===== config.mk =====
export PLATFORM = sky130hd
export DESIGN_NAME = sr_ff_bank
export DESIGN_NICKNAME = d
export VERILOG_FILES = /design/src/rtl/sr_ff_bank.sv
export SDC_FILE = /design/constraint.sdc
export NUM_CORES = 1
export LEC_CHECK = 0
export CAP_MARGIN = 20
export CELL_PAD_IN_SITES_DETAIL_PLACEMENT = 1
export CELL_PAD_IN_SITES_GLOBAL_PLACEMENT = 1
export CORE_UTILIZATION = 34
export DETAILED_ROUTE_END_ITERATION = 16
export GPL_ROUTABILITY_DRIVEN = 0
export PLACE_DENSITY_LB_ADDON = 0.1
export REMOVE_ABC_BUFFERS = 1
export SLEW_MARGIN = 0
export SYNTH_ARGS = -nofsm -noshare
export SYNTH_HDL_FRONTEND = slang
export SYNTH_SLANG_ARGS = --single-unit

===== constraint.sdc =====
create_clock -name clk -period 2.2 [get_ports clk]
set_input_delay 0.66 -clock clk [delete_from_list [all_inputs] [get_ports clk]]
set_output_delay 0.66 -clock clk [all_outputs]
set_load 0.01 [all_outputs]

===== src/rtl/sr_ff_bank.sv =====
// Multi-channel SR/JK/D/T flip-flop bank with sticky illegal-input flags.
// Optional illegal-event counter enabled by defining SR_FF_BANK_ERR_CNT_EN.
module sr_ff_bank #(
    parameter int              WIDTH     = 8,
    parameter logic [WIDTH-1:0] RESET_VAL = {WIDTH{1'b0}},
    parameter int              SR_POLICY = 0,
    parameter int              CNT_W     = 8
) (
    input  logic             clk,
    input  logic             rst,
    input  logic             en,
    input  logic [1:0]       mode,
    input  logic [WIDTH-1:0] a,
    input  logic [WIDTH-1:0] b,
    input  logic             clr_illegal,
    output logic [WIDTH-1:0] q,
    output logic [WIDTH-1:0] qb,
    output logic [WIDTH-1:0] illegal,
    output logic             illegal_pulse
`ifdef SR_FF_BANK_ERR_CNT_EN
    ,
    output logic [CNT_W-1:0] err_cnt
`endif
);

    localparam logic [1:0] MODE_SR = 2'b00;
    localparam logic [1:0] MODE_JK = 2'b01;
    localparam logic [1:0] MODE_D  = 2'b10;
    localparam logic [1:0] MODE_T  = 2'b11;

    // Out-of-range policy values collapse to hold.
    localparam logic [1:0] POLICY = (SR_POLICY == 1) ? 2'd1 :
                                    (SR_POLICY == 2) ? 2'd2 : 2'd0;

    logic [WIDTH-1:0] q_r;
    logic [WIDTH-1:0] qb_r;
    logic [WIDTH-1:0] illegal_r;
    logic             pulse_r;
    logic [WIDTH-1:0] next_q_s;
    logic [WIDTH-1:0] evt_s;
    logic [WIDTH-1:0] illegal_nxt_s;
    logic             any_evt_s;

    function automatic logic next_bit(input logic [1:0] md, input logic cur,
                                      input logic ai, input logic bi);
        logic nb;
        case (md)
            MODE_SR: begin
                case ({ai, bi})
                    2'b01:   nb = 1'b0;
                    2'b10:   nb = 1'b1;
                    2'b11: begin
                        case (POLICY)
                            2'd1:    nb = 1'b1;
                            2'd2:    nb = 1'b0;
                            default: nb = cur;
                        endcase
                    end
                    default: nb = cur;
                endcase
            end
            MODE_JK: begin
                case ({ai, bi})
                    2'b01:   nb = 1'b0;
                    2'b10:   nb = 1'b1;
                    2'b11:   nb = ~cur;
                    default: nb = cur;
                endcase
            end
            MODE_D:  nb = ai;
            MODE_T:  nb = cur ^ ai;
            default: nb = cur;
        endcase
        return nb;
    endfunction

    // Per-channel next state and illegal-event detection.
    always_comb begin
        next_q_s = q_r;
        evt_s    = {WIDTH{1'b0}};
        if (en) begin
            for (int i = 0; i < WIDTH; i++) begin
                next_q_s[i] = next_bit(mode, q_r[i], a[i], b[i]);
                evt_s[i]    = (mode == MODE_SR) && a[i] && b[i];
            end
        end else begin
            next_q_s = q_r;
            evt_s    = {WIDTH{1'b0}};
        end
    end

    // Sticky flag update; a coincident event beats the clear.
    always_comb begin
        illegal_nxt_s = illegal_r;
        if (clr_illegal) begin
            illegal_nxt_s = evt_s;
        end else begin
            illegal_nxt_s = illegal_r | evt_s;
        end
    end

    assign any_evt_s = |evt_s;

    // State, complement, flags and pulse registers.
    always_ff @(posedge clk) begin
        if (rst) begin
            q_r       <= RESET_VAL;
            qb_r      <= ~RESET_VAL;
            illegal_r <= {WIDTH{1'b0}};
            pulse_r   <= 1'b0;
        end else begin
            q_r       <= next_q_s;
            qb_r      <= ~next_q_s;
            illegal_r <= illegal_nxt_s;
            pulse_r   <= any_evt_s;
        end
    end

    assign q             = q_r;
    assign qb            = qb_r;
    assign illegal       = illegal_r;
    assign illegal_pulse = pulse_r;

`ifdef SR_FF_BANK_ERR_CNT_EN
    logic [CNT_W-1:0] cnt_r;

    // Saturating count of edges carrying at least one illegal event.
    always_ff @(posedge clk) begin
        if (rst) begin
            cnt_r <= {CNT_W{1'b0}};
        end else if (clr_illegal) begin
            cnt_r <= any_evt_s ? CNT_W'(1) : {CNT_W{1'b0}};
        end else if (any_evt_s && (cnt_r != {CNT_W{1'b1}})) begin
            cnt_r <= cnt_r + CNT_W'(1);
        end else begin
            cnt_r <= cnt_r;
        end
    end

    assign err_cnt = cnt_r;
`endif

endmodule


==> results.json, run 1 <==
{
  "nNetsFinal": 259,
  "synth.avg_cell_area_um2": 9.468,
  "cp.depth": 6,
  "postCtsSetupBuffers": 0,
  "path_delay_family": "compound AO/OA/AOI/OAI gates",
  "initial_core_util": 0.3637,
  "endpoint_kind": "register",
  "synth_cell_types": 34,
  "grt_pass1_wl_mm": 7.665,
  "antenna_left": 0,
  "status": "finished, final reports clean",
  "io_pins": 47,
  "max-vdd-ir-drop_mv": 0.2656,
  "hpwlAfterDp_mm": 3.660,
  "leakage_nw": 0.9597,
  "tightest_slew_ns": 0.5141,
  "critPathLaunchType": "input port",
  "die_w_um": 68.12,
  "wl_mm": 4.620,
  "drtIter0Drc": 49,
  "syn-instance-count": 157,
  "diodes": 0,
  "timing.final.crit_share": 0.9867,
  "setup_viol": 0,
  "synthToLayoutAreaGrowth_pct": 51.35,
  "cts_tree": "done",
  "yosys_warnings": 0,
  "grt_pass1_vias": 1646,
  "holdBufCountCts": 0,
  "drc": 0,
  "grt_usage": 0.2200,
  "fin_skew_ns": 0.0002575,
  "rsz0062_at_grt": "no",
  "cts-buffers-inserted": 3,
  "clk_pin_slew_ns": 0.10,
  "core_mm2": 0.004086,
  "critical_path.max_fanout": 2,
  "path_buf_inv": 2,
  "crit_arrival_ns": 2.34,
  "crit_chain": "clkdlybuf4s50_1 -> inv_1 -> ha_1 -> mux2i_1 -> a211o_1 -> a2111o_1",
  "slew_violations": 0,
  "min_path_type": "register to register",
  "wl_per_cell_um": 16.62,
  "viasPerCell": 5.737,
  "ctsLongestPathBuffers": 2,
  "clock_latency_ns": 0.27,
  "holdPathStages": 2,
  "io_buffers": 46,
  "hold_violations": 0,
  "antenna_found_initial": 0,
  "power_mw": 1.129,
  "max_stage_delay_ns": 0.49,
  "grt_max_degree": 22,
  "die_h_um": 68.12,
  "cts_root_buf": "clkbuf_8",
  "grt_overflow": 0,
  "num_rows": 23,
  "mostFrequentLayoutCells": "46 x clkdlybuf4s50_1, 30 x buf_4, 25 x dfxtp_1",
  "relSlewSlack": 0.6558,
  "fillers": 457,
  "dr_total_vias": 1595,
  "layout.cells.most_common": "clkdlybuf4s50_1",
  "powerDensity_mw_per_mm2": 501.9,
  "r2r_cells": 3,
  "fin_util": 0.5505,
  "netlist_area_mm2": 0.001486,
  "maxCapViolCount": 0,
  "ys_seq_elements": 25,
  "drive_gt1_frac": 0.1974,
  "required_ns": 2.37,
  "clkSinkCount": 25,
  "worstSetupPathType": "input port to register",
  "htreeDepth": 1,
  "min_period_ns": 2.171,
  "clock.fmax_mhz": 460.7,
  "crit_slowest_cell": "clkdlybuf4s50_1",
  "dr.pass1.iters": 6,
  "design.die.area_mm2": 0.004640,
  "ys_seq_area_frac": 0.3367
}
registers in the layout (all words and copies together) (netlist names):
signal and count:
q 8, illegal_pulse 1, qb 8, illegal 8
cells in the mapped netlist (all sizes together):
| cell | count | area share |
|---|---|---|
| nand3 | 7 | 0.024 |
| a221o | 2 | 0.013 |
| o21ai | 4 | 0.013 |
| clkbuf | 5 | 0.013 |
| a32oi | 8 | 0.047 |
| a221oi | 3 | 0.018 |
| a21oi | 5 | 0.017 |
| or2 | 5 | 0.021 |
| a22o | 1 | 0.0059 |
| a2111oi | 6 | 0.056 |
| nor3b | 8 | 0.044 |
| a22oi | 2 | 0.010 |
| mux2i | 8 | 0.054 |
| nor2b | 2 | 0.0084 |
| and2 | 1 | 0.0042 |
| a211oi | 1 | 0.0051 |
| ha | 8 | 0.067 |
| and4b | 7 | 0.047 |
| a311oi | 1 | 0.0059 |
| a2111o | 5 | 0.038 |
| nor2 | 14 | 0.035 |
| nand2 | 2 | 0.0051 |
| o32a | 1 | 0.0067 |
| inv | 12 | 0.030 |
| o32ai | 1 | 0.0059 |
| buf | 4 | 0.017 |
| nand2b | 1 | 0.0042 |
| a211o | 7 | 0.041 |
| dfxtp | 25 | 0.34 |
| o311ai | 1 | 0.0059 |
worst paths after layout:
| kind | from | end | slack [ns] |
|---|---|---|---|
| worst min-delay path | illegal[3] | illegal[3] | 0.50 |
| worst min register to register | illegal[3] | illegal[3] | 0.50 |
| worst max-delay path | b[2] | qb[2] | 0.03 |
| worst max register to register | q[0] | qb[0] | 0.79 |
cell type report:
| cell class | count | area [um^2] | area share |
|---|---|---|---|
| well taps | 50 | 62.56 | 0.02781 |
| clock buffers | 3 | 41.29 | 0.01835 |
| repair buffers | 76 | 685.7 | 0.3048 |
| clock inverters | 1 | 5.005 | 0.002225 |
| inverters | 12 | 45.04 | 0.02002 |
| multi-input cells | 111 | 909.6 | 0.4043 |
| flip-flops and latches | 25 | 500.5 | 0.2225 |
tightest hold or removal path, stage by stage, from the launching register on:
cell,delay (ns)
dfxtp_1,0.34
a32oi_1,0.05
nor2_1,0.07
routing by layer:
metal / global-route usage / wire length [um] / up-vias
met4: 0.05469 / 48 / 0
met3: 0.03167 / 151 / 6
met5: 0 / 0 / -
met1: 0.2588 / 2022 / 790
li1: - / - / 761
met2: 0.4105 / 2396 / 38
timing repair:
action                                  CTS  global route
endpoints found under the hold margin     0             0
resized for setup                         0             1
endpoints found under the setup margin    0             5
cell families after synthesis:
family	count (synthesis)	share of synthesized area
muxes	8	0.05387
adders and majority gates	8	0.06734
AOI/OAI and AO/OA	48	0.2896
DFF	25	0.3367
buffers and inverters	21	0.05976
and+or+nand+nor	47	0.1928
metrics by stage:
| stage | worst slack [ns] | hold slack, ns | setup TNS, ns | cell area, um^2 | instances |
|---|---|---|---|---|---|
| floorplan | 0.3016 | 0.5199 | 0 | 1443 | 148 |
| global placement | -0.2291 | 0.4690 | -2.220 | 2191 | 274 |
| detailed placement | -0.2910 | 0.4825 | -3.331 | 2191 | 274 |
| CTS | 0.004538 | 0.5074 | 0 | 2237 | 278 |
| global route | 0.001603 | 0.5372 | 0 | 2250 | 278 |
| finish | 0.02937 | 0.5013 | 0 | 2250 | 278 |
report_power, final:
group | internal, mW | switching [mW]
Clock | 0.127 | 0.162
Sequential | 0.481 | 0.0229
Combinational | 0.187 | 0.150
No activity file was read; power rests on OpenSTA's default activity.
==> run 2, diff against run 1 <==
--- a/config.mk
+++ b/config.mk
@@ -5,7 +5,6 @@
 export SDC_FILE = /design/constraint.sdc
 export NUM_CORES = 1
 export LEC_CHECK = 0
-export CAP_MARGIN = 20
 export CELL_PAD_IN_SITES_DETAIL_PLACEMENT = 1
 export CELL_PAD_IN_SITES_GLOBAL_PLACEMENT = 1
 export CORE_UTILIZATION = 34
==> results of run 2 <==
Final layout, timing and power as in run 1 (identical DEF).
